`src/rtl/hamming_pkg.sv`:
```
// Shared types and widths for the SECDED Hamming(16,11) decode engine.
package hamming_pkg;

  localparam int CW_W  = 16;
  localparam int MSG_W = 11;

  typedef enum logic [2:0] {
    IDLE,
    RD_LO,
    RD_HI,
    DECODE,
    WR_LO,
    WR_HI,
    DONE
  } state_e;

  typedef enum logic [1:0] {
    CLEAN,
    SINGLE,
    DOUBLE
  } err_class_e;

endpackage

```
`src/rtl/hamming_dec_engine_if.sv`:
```
// Start/done handshake, byte-wide memory port and run statistics of the decode engine.
interface hamming_dec_engine_if #(
  parameter int ADDR_W = 8
);
  logic              req;
  logic              ack;
  logic [ADDR_W-1:0] mem_addr;
  logic [7:0]        mem_rd_data;
  logic              mem_wr_en;
  logic [7:0]        mem_wr_data;
  logic [7:0]        n_single;
  logic [7:0]        n_double;

  modport master (
    input  req, mem_rd_data,
    output ack, mem_addr, mem_wr_en, mem_wr_data, n_single, n_double
  );

  modport slave (
    output req, mem_rd_data,
    input  ack, mem_addr, mem_wr_en, mem_wr_data, n_single, n_double
  );
endinterface

```
`src/rtl/hamming_secded_dec.sv`:
```
// Combinational SECDED Hamming(16,11) decoder; cw[k] is Hamming position k, cw[0] is overall parity.
module hamming_secded_dec
  import hamming_pkg::*;
(
  input  logic [CW_W-1:0] cw,
  output logic [MSG_W:1]  data,
  output err_class_e      err_class,
  output logic [3:0]      syndrome
);

  logic parity;

  always_comb begin
    syndrome = '0;
    for (int k = 1; k < CW_W; k++) begin
      if (cw[k]) syndrome = syndrome ^ 4'(k);
    end
    parity    = ^cw;
    data      = {cw[15:9], cw[7:5], cw[3]};
    err_class = CLEAN;
    if (syndrome == 4'd0) begin
      if (parity) err_class = SINGLE;
    end else if (parity) begin
      err_class = SINGLE;
      // Only data positions need flipping; parity-position errors leave data intact.
      if (syndrome == 4'd3)
        data[1] = ~data[1];
      else if (syndrome inside {[4'd5:4'd7]})
        data[syndrome - 4'd3] = ~data[syndrome - 4'd3];
      else if (syndrome >= 4'd9)
        data[syndrome - 4'd4] = ~data[syndrome - 4'd4];
    end else begin
      err_class = DOUBLE;
    end
  end

endmodule

```
`src/rtl/hamming_dec_engine.sv`:
```
// Reads COUNT codewords from byte memory, SECDED-decodes them and writes 11-bit messages back.
// Five cycles per word; ack pulses one cycle after DONE, 5*COUNT+1 edges after req is sampled.
module hamming_dec_engine
  import hamming_pkg::*;
#(
  parameter int SRC_BASE = 64,
  parameter int DST_BASE = 94,
  parameter int COUNT    = 15,
  parameter int ADDR_W   = 8
) (
  input  logic                 clk,
  input  logic                 reset,
  hamming_dec_engine_if.master bus
);

  localparam logic [7:0] LAST_IDX = 8'(COUNT - 1);

  state_e            state;
  logic [7:0]        idx;
  logic [7:0]        cw_lo;
  logic [7:0]        cw_hi;
  logic [7:0]        hi_byte;
  logic [ADDR_W-1:0] addr;
  logic              wr_en;
  logic [7:0]        wr_data;
  logic              ack;
  logic [7:0]        n_single;
  logic [7:0]        n_double;

  logic [MSG_W:1]    dec_data;
  err_class_e        dec_class;
  logic [3:0]        syndrome_unused;

  hamming_secded_dec u_dec (
    .cw        ({cw_hi, cw_lo}),
    .data      (dec_data),
    .err_class (dec_class),
    .syndrome  (syndrome_unused)
  );

  function automatic logic [ADDR_W-1:0] byte_addr(input int base, input logic [7:0] i,
                                                  input logic hi);
    int a;
    a = base + 2 * int'(i) + int'(hi);
    return a[ADDR_W-1:0];
  endfunction

  always_ff @(posedge clk) begin
    if (reset) begin
      state    <= IDLE;
      idx      <= '0;
      cw_lo    <= '0;
      cw_hi    <= '0;
      hi_byte  <= '0;
      addr     <= '0;
      wr_en    <= 1'b0;
      wr_data  <= '0;
      ack      <= 1'b0;
      n_single <= '0;
      n_double <= '0;
    end else begin
      ack <= 1'b0;
      case (state)
        IDLE: begin
          if (bus.req) begin
            n_single <= '0;
            n_double <= '0;
            idx      <= '0;
            addr     <= byte_addr(SRC_BASE, 8'd0, 1'b0);
            state    <= RD_LO;
          end
        end
        RD_LO: begin
          cw_lo <= bus.mem_rd_data;
          addr  <= byte_addr(SRC_BASE, idx, 1'b1);
          state <= RD_HI;
        end
        RD_HI: begin
          cw_hi <= bus.mem_rd_data;
          state <= DECODE;
        end
        DECODE: begin
          wr_data <= dec_data[8:1];
          hi_byte <= {dec_class == DOUBLE, 4'b0000, dec_data[11:9]};
          if (dec_class == SINGLE && n_single != 8'hFF) n_single <= n_single + 8'd1;
          if (dec_class == DOUBLE && n_double != 8'hFF) n_double <= n_double + 8'd1;
          addr  <= byte_addr(DST_BASE, idx, 1'b0);
          wr_en <= 1'b1;
          state <= WR_LO;
        end
        WR_LO: begin
          addr    <= byte_addr(DST_BASE, idx, 1'b1);
          wr_data <= hi_byte;
          state   <= WR_HI;
        end
        WR_HI: begin
          wr_en <= 1'b0;
          if (idx == LAST_IDX) begin
            state <= DONE;
          end else begin
            idx   <= idx + 8'd1;
            addr  <= byte_addr(SRC_BASE, idx + 8'd1, 1'b0);
            state <= RD_LO;
          end
        end
        DONE: begin
          ack   <= 1'b1;
          state <= IDLE;
        end
        default: state <= IDLE;
      endcase
    end
  end

  assign bus.ack         = ack;
  assign bus.mem_addr    = addr;
  assign bus.mem_wr_en   = wr_en;
  assign bus.mem_wr_data = wr_data;
  assign bus.n_single    = n_single;
  assign bus.n_double    = n_double;

endmodule

```
`src/flat_wrapper.sv`:
```
// flat-port wrapper written by rule: the top's interface ports become plain ports
module hamming_dec_engine_flat import hamming_pkg::*;
#(
  parameter int SRC_BASE = 64,
  parameter int DST_BASE = 94,
  parameter int COUNT    = 15,
  parameter int ADDR_W   = 8
)
  (clk, reset, bus_req, bus_mem_rd_data, bus_ack, bus_mem_addr, bus_mem_wr_en, bus_mem_wr_data, bus_n_single, bus_n_double);
  hamming_dec_engine_if #(.ADDR_W(ADDR_W)) bus_i ();
  input  logic clk;
  input  logic reset;
  input wire logic [$bits(bus_i.req)-1:0] bus_req;
  input wire logic [$bits(bus_i.mem_rd_data)-1:0] bus_mem_rd_data;
  output wire logic [$bits(bus_i.ack)-1:0] bus_ack;
  output wire logic [$bits(bus_i.mem_addr)-1:0] bus_mem_addr;
  output wire logic [$bits(bus_i.mem_wr_en)-1:0] bus_mem_wr_en;
  output wire logic [$bits(bus_i.mem_wr_data)-1:0] bus_mem_wr_data;
  output wire logic [$bits(bus_i.n_single)-1:0] bus_n_single;
  output wire logic [$bits(bus_i.n_double)-1:0] bus_n_double;
  assign bus_i.req = bus_req;
  assign bus_i.mem_rd_data = bus_mem_rd_data;
  assign bus_ack = bus_i.ack;
  assign bus_mem_addr = bus_i.mem_addr;
  assign bus_mem_wr_en = bus_i.mem_wr_en;
  assign bus_mem_wr_data = bus_i.mem_wr_data;
  assign bus_n_single = bus_i.n_single;
  assign bus_n_double = bus_i.n_double;
  hamming_dec_engine #(.SRC_BASE(SRC_BASE), .DST_BASE(DST_BASE), .COUNT(COUNT), .ADDR_W(ADDR_W)) u_core (.clk(clk), .reset(reset), .bus(bus_i));
endmodule
```
`config.mk`:
```
export PLATFORM = sky130hd
export DESIGN_NAME = hamming_dec_engine_flat
export DESIGN_NICKNAME = d
export VERILOG_FILES = /design/src/rtl/hamming_pkg.sv /design/src/rtl/hamming_dec_engine_if.sv /design/src/rtl/hamming_secded_dec.sv /design/src/rtl/hamming_dec_engine.sv /design/src/flat_wrapper.sv
export SDC_FILE = /design/constraint.sdc
export NUM_CORES = 1
export LEC_CHECK = 0
export ABC_CLOCK_PERIOD_IN_PS = 2500
export CORE_MARGIN = 4
export CORE_UTILIZATION = 52
export CTS_CLUSTER_DIAMETER = 100
export CTS_CLUSTER_SIZE = 20
export DETAILED_ROUTE_END_ITERATION = 16
export PLACE_DENSITY = 0.77
export SETUP_SLACK_MARGIN = 0.3
export SYNTH_ARGS = -nofsm -noshare
export SYNTH_HDL_FRONTEND = slang
export SYNTH_SLANG_ARGS = --single-unit
```
`constraint.sdc`:
```
create_clock -name clk -period 2.5 [get_ports clk]
set_clock_uncertainty 0.05 [all_clocks]
set_input_delay 0.5 -clock clk [delete_from_list [all_inputs] [get_ports clk]]
set_output_delay 0.5 -clock clk [all_outputs]
set_load 0.02 [all_outputs]
```
---- Yosys cells after proc, flatten, opt, wreduce, memory -nomap -nowiden ----
Cells that the tools add are included.
word-level totals
  register bits after elaboration ......... 65
  latch bits .............................. 0
  bits in writable memories ............... 0
  ROM bits ................................ 0
  input bits .............................. 11
  output and inout port bits .............. 34
  word-level logic and storage cells ...... 128
  memories kept ........................... 0
operators by class
  $add $sub $neg .......................... 10
  $mul .................................... 0
  divide/modulo/power cells ............... 0
  order comparisons ....................... 7
  equality and inequality tests ........... 16
  shift operators ......................... 0
  multiplexer cells ....................... 50
  bitwise operators ....................... 17
  reduce and logical (&&, ||, !) cells .... 17
operators by type and width
  kind                 number
  $pmux 8 s2           4
  $mux 8               6
  $mux 11              4
  $pmux 8 s5           1
  $mux 4               8
  $add 7x8->8 const A  3
  $add 8x1->8 const B  3
  $bwmux 11            2
  $mux 3               6
  $pmux 3 s6           1
  $add 8x2->8 const B  2
  $ne 8x8->1 const B   2
  $reduce_xor 16->1    1
  $not 2->2            6
  $not 3->3            4
  $reduce_and 3->1     4
  $lt 4x5->1 const B   2
  $mux 10              1
  $eq 3x3->1 const B   3
  $bmux 1 s4           2
  $demux 1 s4          2
  $eq 8x4->1 const B   1
  $ge 4x1->1 const B   2
  $mux 1               8
  other kinds (22)     39

---- Longest topological paths before layout ----
Gate-level depths: netlist (run 1).
  word-level depth ........................ 38
  depth in mapped cells ................... 10
  gate-level depth less buffers ........... 9

---- Hierarchy ----
A second synthesis (run 1) with hierarchy kept.
unflattened totals
  cells, all modules ...................... 621
  area total of the unflattened synthesis .. 4,981.0 um^2
by module, submodules not included
  module              times used  cells an instance  area each (um^2)
  hamming_dec_engine  1           424                3,434.5
  hamming_secded_dec  1           197                1,546.5

---- Worst setup path after synthesis (run 1) ----
Ideal clock, no wire load.
  kind .................................... reg2reg
  start point ............................. register u_core.cw_lo[3]
  end point ............................... register u_core.n_double[5] (netlist: u_core.bus.n_double[5])
  setup time .............................. 70 ps
  data arrival time ....................... 2,518 ps
  path slack .............................. -139 ps
  stages on the path, launching flop included .. 10
  buffers on the path ..................... 2
  clock period less this slack ............ 2,639 ps
  cell sequence ........................... dfxtp_1 -> buf_6 -> xor2_2 -> xnor3_2 -> xnor2_2 -> mux2_4 -> and3_4 -> buf_6 -> or4_1 -> a21oi_1
between the ends
  cells in the longest elaborated chain, start to end .. 25
  elaborated cells on any way between the ends .. 31
ends and longest elaborated chain
  what                                                         RTL line                  source
  start: declaration                                           hamming_dec_engine.sv:20  logic [7:0] cw_lo;
  start signal: assignment                                     hamming_dec_engine.sv:74  cw_lo <= bus.mem_rd_data;
  $mux 2                                                       hamming_secded_dec.sv:16  if (cw[k]) syndrome = syndrome ^ 4'(k);
  $mux 3                                                       hamming_secded_dec.sv:16
  $not 2->2 (no source line) / $mux 3 (equally long branches)  --
  $mux 3 / $not 2->2 (equally long branches)                   --
  $mux 3                                                       hamming_secded_dec.sv:16
  $not 3->3 (no source line)                                   --
  $mux 3                                                       hamming_secded_dec.sv:16
  $mux 4                                                       hamming_secded_dec.sv:16
  (+9 left out)                                                --
  $not 4->4 (no source line)                                   --
  $mux 4                                                       hamming_secded_dec.sv:16
  $logic_not 4->1                                              hamming_secded_dec.sv:21  if (syndrome == 4'd0) begin
  $mux 2 (*)                                                   hamming_secded_dec.sv:21
  $eq 2x2->1 (*)                                               hamming_dec_engine.sv:86  if (dec_class == DOUBLE && n_double != 8'hFF) n_double <= n_double + 8'd1;
  $logic_and 1x1->1 (*)                                        hamming_dec_engine.sv:86
  $ne 2x1->1 (no source line) (*)                              --
  $reduce_and 3->1 (no source line) (*)                        --
  end signal: assignment                                       hamming_dec_engine.sv:86
  end: declaration                                             hamming_dec_engine.sv:28  logic [7:0] n_double;
Every way passes the cells marked *; elsewhere a longest branch is shown, timed or not.
A chain may end at the register's enable or synchronous reset.

---- Worst setup path in the final report (run 1) ----
  start point ............................. register u_core.cw_lo[7]
  end point ............................... register u_core.n_double[4] (netlist: u_core.bus.n_double[4])
between the ends
  cells in the longest elaborated chain, start to end .. 19
  elaborated cells on any way between the ends .. 25
ends and longest elaborated chain
  what                                                            RTL line
  $mux 3                                                          hamming_secded_dec.sv:16
  $mux 4                                                          hamming_secded_dec.sv:16
  $not 2->2 (no source line) / $mux 4 (equally long branches)     --
  $mux 4 / $not 2->2 (equally long branches)                      --
  $mux 4                                                          hamming_secded_dec.sv:16
  $not 3->3 (no source line) / $not 2->2 (equally long branches)  --
  $mux 4                                                          hamming_secded_dec.sv:16
  $mux 4 / $not 3->3 (equally long branches)                      --
  (+3 left out)                                                   --
  $not 4->4 (no source line)                                      --
  $mux 4                                                          hamming_secded_dec.sv:16
  $logic_not 4->1                                                 hamming_secded_dec.sv:21
  $mux 2 (*)                                                      hamming_secded_dec.sv:21
  $eq 2x2->1 (*)                                                  hamming_dec_engine.sv:86
  $logic_and 1x1->1 (*)                                           hamming_dec_engine.sv:86
  $ne 2x1->1 (no source line) (*)                                 --
  $reduce_and 3->1 (no source line) (*)                           --
Marks and branches as above.

==> flow_summary_export.csv, run 1 <==
group,metric,value,unit
status,outcome,"finished, violations left",
status,violations,"setup timing",
setup_path,ff2ff_setup_slack,-30,ps
timing,period_minus_slack,2532,ps
setup_path,reg2reg_from,"u_core.cw_lo[7]",
routing,maxUsedRoutingLayer,"met4",
yosys,synth.yosys.seq_area_share,0.3059,
floorplanning,die_y,98.45,um
floorplanning,initial_core_utilization,0.5421,
timing,timing.max_slew.rel_slack,0.6514,
cts,root_buffer,"clkbuf_8",
pwr,power.ir.vdd_worst,383.5,uV
global_routing,grt_use_total,0.2520,
setup_path,critPathCaptureType,"flop",
setup_path,worst_ep_required_time,2720,ps
global_routing,first_global_vias,4093,
yosys,synthesis.area_per_instance,7.922,sq um
final_layout,antenna_cells_inserted,0,
timing,worst_path_setup_slack_after_routing,-31.56,ps
global_routing,globalRouteOverflowTotal,0,
setup_path,worst_path_max_delay_cell,"xnor3_2",
cts,tritoncts.num_buffers,9,
routing,post_detailed_route_count_of_antenna_violating_nets,0,
routing,m1WireLength,5529,um
setup_path,setup.worst_path.start_class,"flop",
yosys,mappedNetlistNets,554,
pwr,report.power.total,3.784,mW
routing,drcViolationCount,0,
setup_path,crit_path_buf_inv_count,1,
min_path,hold_path.class,"flop to flop",
cts,bufs_on_longest_clock_path,2,
timing,max_freq,395.0,MHz
routing,first_iter_violations,349,
placement,dp_hpwl,8598,um
run,max_cap_violations,0,
pwr,clkPwrFrac,0.209,
pwr,switching_power,1.437,mW
timing,timing.final.setup_violations,1,
yosys,netlist.area_leader.share,0.3059,
timing,tightest_slew,517.4,ps
floorplanning,floorplan.die.width,98.45,um
final_layout,finalNetCount,641,
pwr,internal_power,2.348,mW
final_layout,nFillCells,582,
yosys,yosysTopAreaCell,"dfxtp_1",
yosys,gate_count_of_the_mapped_netlist,537,
yosys,ys_ff_latch,65,
final_layout,layout.cells.most_common_list,"buf_4 (59), nor2_1 (56), nand2_1 (53), dfxtp_1 (52), a21oi_1 (50)",
global_routing,grt_max_degree,40,
setup_path,worstPathArrival,2750,ps
yosys,synth_async_reset_ratio,0,
cts,clk_pin_slew_worst_paths,70,ps
floorplanning,floorplan.rows,32,
yosys,synth-edff-count,0,
setup_path,critical_path.top_delay_family,"XOR/XNOR gates",
pwr,cellLeakagePower,2.106,nW
min_path,whs_endpoint,"u_core.bus.mem_wr_data[5]",
routing,post_drt_via_cell_ratio,6.144,
routing,post_drt_wl_per_cell,17.57,um
yosys,ys_types,75,
placement,io_buffer_count,44,
pwr,switching_share,0.3796,
final_layout,area_grow_syn2layout,34.82,%
pwr,pwr-share-comb,0.490,
setup_path,path_class,"flop to flop",
min_path,holdCritStartpoint,"u_core.bus.mem_wr_data[5]",
setup_path,cp_common_cell,"xnor2_2",
setup_path,worst_path_largest_cell_delay,500,ps
timing,final.period_utilization,1.013,
yosys,synthTopCellsByArea,"dfxtp_1 (31%), a21oi_1 (6.6%), nor2_1 (5.1%), nand2_1 (5.0%), xnor2_1 (4.3%)",
global_routing,grt_pass1_wl,20130,um
final_layout,mostFrequentLayoutCell,"buf_4",
timing,maxSlewViolCount,0,
timing,hold_viol_final,0,
cts,tritoncts,"yes",
placement,dpl_worst_slack,-160.8,ps
cts,clock_insertion_delay_worst_skew,350,ps
pwr,power.share.sequential,0.302,
setup_path,timing.critical_path.depth,8,
floorplanning,pin_count,45,
yosys,dominantRegCellSynth,"dfxtp_1",
pwr,cellPowerDensity,659.8,nW/um^2
final_layout,multi_input_comb_area,3065,sq um
final_layout,ratio_of_cells_with_drive_above_1_in_the_final_layout,0.2532,
routing,postRouteWirelength,12830,um
timing,grt_setup_unrepaired,"yes",
routing,met2_wirelength,6206,um
routing,dr.pass1.iters,6,
setup_path,ff2ff_path_depth,8,
yosys,ys_warn_count,0,
setup_path,crit-reg2reg-capture,"u_core.bus.n_double[4]",
placement,place.gp.congestion,0.8980,
final_layout,fin_util,0.7309,
final_layout,register_area,1323,sq um
setup_path,cp_cell_sequence,"buf_6 -> xnor2_2 -> xnor3_2 -> xnor2_2 -> mux2_4 -> and3_4 -> or4_1 -> a21oi_1",
setup_path,crit_fanout,8,
cts,cts_h_tree_depth,3,
floorplanning,core_area,7848,sq um
global_routing,antenna_found_initial,0,
cts,clock-sinks,65,
routing,num_vias,4485,
setup_path,worst_setup_path_startpoint,"u_core.cw_lo[7]",
min_path,worst_hold_path.num_cells,2,
yosys,post_synth_instance_area,4254,sq um
floorplanning,die_area,9692,sq um
routing,met3_length,865,um
==> per-stage QoR <==
step                      hold WS [ps]  TNS (ps)  cells  area [sq um]
final                            386.5    -31.56    730          5736
after global routing             432.1    -265.8    730          5736
after CTS                        388.3         0    726          5509
after detailed placement         379.0    -693.5    698          5091
after global placement           377.0    -292.7    698          5091
after floorplan                  386.7    -65.99    537          4317
==> final cells by class <==
type	count	area share
timing repair buffer	113	0.1743
clock inverter	3	0.003054
clock buffer	12	0.02531
multi-input combinational	420	0.5345
sequential	65	0.2306
inverter	15	0.01003
tap	102	0.02225
==> registers in the layout, indices dropped and copies added (netlist names), 3 cells and up <==
name / cells
u_core.bus.mem_addr: 8
u_core.bus.mem_wr_data: 8
u_core.bus.n_double: 8
u_core.bus.n_single: 8
u_core.cw_hi: 8
u_core.cw_lo: 8
u_core.hi_byte: 4
u_core.idx: 8
u_core.state: 3
==> layer usage <==
metal,vias to the layer above,track usage
li1,2110,-
met1,2144,0.3526
met2,205,0.4041
met3,26,0.04317
met4,0,0.06723
met5,-,0
==> worst reg2reg max path, cell delays in order (launching register included) <==
cell and delay (ps):
dfxtp_2 330, buf_6 110, xnor2_2 120, xnor3_2 500
xnor2_2 230, mux2_4 330, and3_4 190, or4_1 420
a21oi_1 180
==> power by group through the flow <==
stage	sequential, mW	combinational [mW]	clock [mW]
global route	1.15	1.96	0.847
finish	1.14	1.85	0.789
global placement	1.15	1.35	0
floorplan	1.16	0.915	0
CTS	1.13	1.62	0.789
detailed placement	1.15	1.39	0
==> worst max-delay path by stage <==
stage | endpoint | slack, ps
2_1_floorplan | u_core.bus.n_double[5] | -20
3_3_place_gp | u_core.bus.n_double[3] | -110
3_5_place_dp | u_core.bus.n_double[4] | -160
4_1_cts | u_core.bus.n_double[4] | 90
5_1_grt | u_core.bus.n_double[4] | -90
6_report | u_core.bus.n_double[4] | -30
==> cell usage after synthesis, drive strengths merged (3+ instances only) <==
| cell type | number |
|---|---|
| dfxtp | 65 |
| nor2 | 58 |
| nand2 | 57 |
| a21oi | 56 |
| o21ai | 36 |
| xnor2 | 27 |
| clkbuf | 25 |
| inv | 14 |
| nand3 | 13 |
| xor2 | 13 |
| buf | 12 |
| o31ai | 9 |
| a31oi | 8 |
| nand2b | 8 |
| nor3 | 8 |
| or4 | 8 |
| or3 | 7 |
| ha | 6 |
| mux2i | 6 |
| nor2b | 6 |
| and2 | 5 |
| and3 | 5 |
| nand4 | 5 |
| o221ai | 5 |
| a221oi | 4 |
| a32oi | 4 |
| nor3b | 4 |
| o211ai | 4 |
| o22ai | 4 |
| a211oi | 3 |
| nand3b | 3 |
| nor4 | 3 |
| nor4b | 3 |
| o21bai | 3 |
| xnor3 | 3 |
==> cell families (layout without fill, tap and decap cells) <==
kind of cell | after synthesis | count (layout) | share of synthesized area
simple gates | 202 | 202 | 0.2371
buf+inv | 52 | 143 | 0.05264
compound gates | 158 | 158 | 0.2321
flops | 65 | 65 | 0.3059
mux | 8 | 8 | 0.02029
fa+ha+maj | 7 | 7 | 0.02000
xor+xnor | 45 | 45 | 0.1321
==> what timing repair did <==
item / 4_1_cts / 5_1_grt
pin swaps: 13 / 23
endpoints found under the setup margin: 30 / 39
resized for setup: 31 / 45
setup buffers: 13 / 4
cloned: 0 / 0
hold buffers: 0 / 0
Note: power is estimated with default switching activity, not from simulation.
==> run 2: changes to the inputs <==
--- a/config.mk
+++ b/config.mk
@@ -5,14 +5,16 @@
 export SDC_FILE = /design/constraint.sdc
 export NUM_CORES = 1
 export LEC_CHECK = 0
+export ABC_AREA = 1
 export ABC_CLOCK_PERIOD_IN_PS = 2500
 export CORE_MARGIN = 4
-export CORE_UTILIZATION = 52
+export CORE_UTILIZATION = 51
 export CTS_CLUSTER_DIAMETER = 100
 export CTS_CLUSTER_SIZE = 20
 export DETAILED_ROUTE_END_ITERATION = 16
-export PLACE_DENSITY = 0.77
+export PLACE_DENSITY = 0.76
 export SETUP_SLACK_MARGIN = 0.3
+export SLEW_MARGIN = 5
 export SYNTH_ARGS = -nofsm -noshare
 export SYNTH_HDL_FRONTEND = slang
 export SYNTH_SLANG_ARGS = --single-unit
==> run 2 against run 1 <==
  * The flow now finishes without violations
  * Non-clock buffer count is 4 lower
  * Area after synthesis shrank 4.2%
  * Die area down 2.2%
  * Global-route usage shrank 0.69 points
  * Critical path type unchanged
  * Sequential share of layout area increased by 0.32 points
  * First-iteration DRC count down 38%
  * Flip-flop and latch count is the same
  * Combinational power up 110%
  * Total power increased by 54%
==> flow_summary_export.csv, run 2 <==
group,metric,value,unit
timing,hold_viol_final,0,
setup_path,cp_cell_sequence,"buf_6 -> xnor2_4 -> xnor2_4 -> xnor2_4 -> buf_12 -> xor2_4 -> nand2_4 -> nor2_4 -> buf_6 -> nand3_2 -> a21oi_2 -> nor2_1",
yosys,netlist.area_leader.share,0.3194,
timing,final.period_utilization,0.9288,
global_routing,antenna_found_initial,0,
timing,period_minus_slack,2322,ps
timing,maxSlewViolCount,0,
yosys,synth.top_cells.by_count,"nand2_1 (159), dfxtp_1 (65), a21oi_1 (61), nor2_1 (61), inv_1 (57)",
yosys,synth_async_reset_ratio,0,
floorplanning,initial_core_utilization,0.5272,
timing,max_freq,430.7,MHz
status,outcome,"complete, no violations",
setup_path,cp_common_cell,"xnor2_4",
run,max_cap_violations,0,
global_routing,grt_max_degree,29,
floorplanning,pin_count,45,
routing,post_drt_via_cell_ratio,5.567,
final_layout,area_grow_syn2layout,39.80,%
setup_path,path_class,"flop to flop",
global_routing,globalRouteOverflowTotal,0,
cts,clock-sinks,65,
final_layout,final_cell_count_without_fillers,822,
setup_path,crit_fanout,7,
setup_path,worst_path_max_delay_cell,"dfxtp_4",
global_routing,first_global_vias,4136,
yosys,synth-edff-count,0,
yosys,synth.yosys.seq_area_share,0.3194,
pwr,clkPwrFrac,0.132,
final_layout,antenna_cells_inserted,0,
setup_path,worst_path_largest_cell_delay,370,ps
cts,bufs_on_longest_clock_path,2,
timing,timing.max_slew.rel_slack,0.6828,
placement,placed_cells,777,
placement,place.gp.congestion,0.9254,
placement,dp_hpwl,8570,um
pwr,switching_power,2.749,mW
placement,io_buffer_count,44,
cts,root_buffer,"clkbuf_8",
floorplanning,core_area,7727,sq um
setup_path,setup.worst_path.start_class,"flop",
min_path,hold_path.class,"flop to flop",
routing,dr.pass1.iters,5,
cts,clk_pin_slew_worst_paths,70,ps
yosys,synthTopCellsByArea,"dfxtp_1 (32%), nand2_1 (15%), a21oi_1 (7.5%), o21ai_0 (6.3%), nor2_1 (5.6%)",
timing,grt_setup_unrepaired,"yes",
yosys,synth_most_common_cell,"nand2_1",
pwr,pwr-share-comb,0.659,
timing,timing.final.setup_violations,0,
routing,first_iter_violations,215,
yosys,dominantRegCellSynth,"dfxtp_1",
floorplanning,floorplan.die.width,97.38,um
floorplanning,die_y,97.38,um
global_routing,grt_pass1_wl,19300,um
setup_path,crit_path_buf_inv_count,3,
pwr,cellPowerDensity,1026,nW/um^2
placement,placedInstanceArea,4821,sq um
pwr,cellLeakagePower,2.316,nW
cts,tritoncts,"yes",
setup_path,worstPathArrival,2480,ps
final_layout,ratio_of_cells_with_drive_above_1_in_the_final_layout,0.2903,
yosys,synthesis.area_per_instance,6.679,sq um
floorplanning,die_area,9482,sq um
final_layout,mostFrequentLayoutCell,"nand2_1",
routing,post_detailed_route_count_of_antenna_violating_nets,0,
yosys,ys_warn_count,0,
pwr,internal_power,3.095,mW
floorplanning,floorplan.rows,32,
cts,cts_h_tree_depth,3,
yosys,gate_count_of_the_mapped_netlist,610,
final_layout,finalNetCount,733,
setup_path,critPathCaptureType,"flop",
routing,drcViolationCount,0,
timing,worst_hold_slack,408.5,ps
pwr,power.ir.vdd_worst,544.0,uV
pwr,power.share.sequential,0.209,
timing,tightest_slew,474.6,ps
yosys,ys_ff_latch,65,
yosys,post_synth_instance_area,4074,sq um
yosys,mappedNetlistNets,627,
pwr,switching_share,0.4704,
routing,post_drt_wl_per_cell,15.50,um
setup_path,critical_path.top_delay_family,"XOR/XNOR gates",
final_layout,fin_area,5695,sq um
final_layout,layout.cells.most_common_list,"nand2_1 (129), buf_4 (56), a21oi_1 (52), inv_1 (51), dfxtp_1 (51)",
cts,clock_insertion_delay_worst_skew,340,ps
setup_path,worst_ep_required_time,2660,ps
cts,tritoncts.num_buffers,9,
yosys,yosysTopAreaCell,"dfxtp_1",
yosys,ys_types,45,
routing,postRouteWirelength,12740,um
global_routing,grt_use_total,0.2451,
routing,num_vias,4576,
==> run 2: power groups by stage <==
| stage | registers [mW] | clock network, mW | logic, mW |
|---|---|---|---|
| floorplan | 1.24 | 0 | 1.87 |
| global placement | 1.22 | 0 | 2.63 |
| detailed placement | 1.23 | 0 | 2.65 |
| CTS | 1.21 | 0.775 | 3.09 |
| global route | 1.23 | 0.834 | 4.16 |
| finish | 1.22 | 0.770 | 3.85 |
==> run 2: cells by family after synthesis <==
logic type | count (synthesis) | share of synthesized area
buffers and inverters | 80 | 0.08446
DFF | 65 | 0.3194
and+or+nand+nor | 291 | 0.3068
adders and majority gates | 6 | 0.01843
xor gates and xnor gates | 25 | 0.07586
AOI/OAI and AO/OA | 143 | 0.1950
==> run 2: metal layers <==
metal  GRT usage  up-vias  part of all wire
li1            -     2215                 -
met1      0.3132     2140              0.41
met2      0.4133      185              0.50
met3     0.05887       36             0.063
met4     0.06603        0             0.028
met5           0        -                 0
==> run 2: timing repair <==
action	4_1_cts	5_1_grt
gates resized for setup	49	92
buffers inserted	12	18
pin swaps	25	35
hold buffers	0	0
endpoints found under the setup margin	26	35
==> run 2: path summary, 6_finish.rpt <==
check / start / endpoint / slack, ps / depth (start not counted)
hold reg to reg: u_core.idx[7] / u_core.idx[7] / 410 / 1
hold / removal: u_core.idx[7] / u_core.idx[7] / 410 / 1
setup / recovery: u_core.cw_hi[5] / u_core.bus.mem_wr_data[7] / 180 / 12
setup reg to reg: u_core.cw_hi[5] / u_core.bus.mem_wr_data[7] / 180 / 12
==> run 2: area by class of cell <==
type                    count  area, sq um
clock inverters             3        17.52
flip-flops and latches     65         1331
clock buffers              12        145.1
inverters                  66        270.3
repair buffers            109        973.4
well taps                 102        127.6
multi-input cells         465         2830
fillers                   578         2032
==> run 2: worst register-to-register path, stage by stage, from the launching register on <==
cell and delay [ps]:
dfxtp_4 370, buf_6 130, xnor2_4 160, xnor2_4 270, xnor2_4 160, buf_12 150
xor2_4 210, nand2_4 90, nor2_4 210, buf_6 140, nand3_2 80, a21oi_2 140
nor2_1 50
==> run 2: metrics by stage <==
stage            util  setup slack, ps  power [mW]  TNS, ps
3_5_place_dp   0.6239           -31.29       3.875   -31.29
5_1_grt        0.7370            43.28       6.222        0
3_3_place_gp   0.6239           -6.864       3.855   -10.64
2_1_floorplan       -            394.6       3.107        0
6_report       0.7370            178.0       5.843        0
4_1_cts        0.6797            240.2       5.075        0
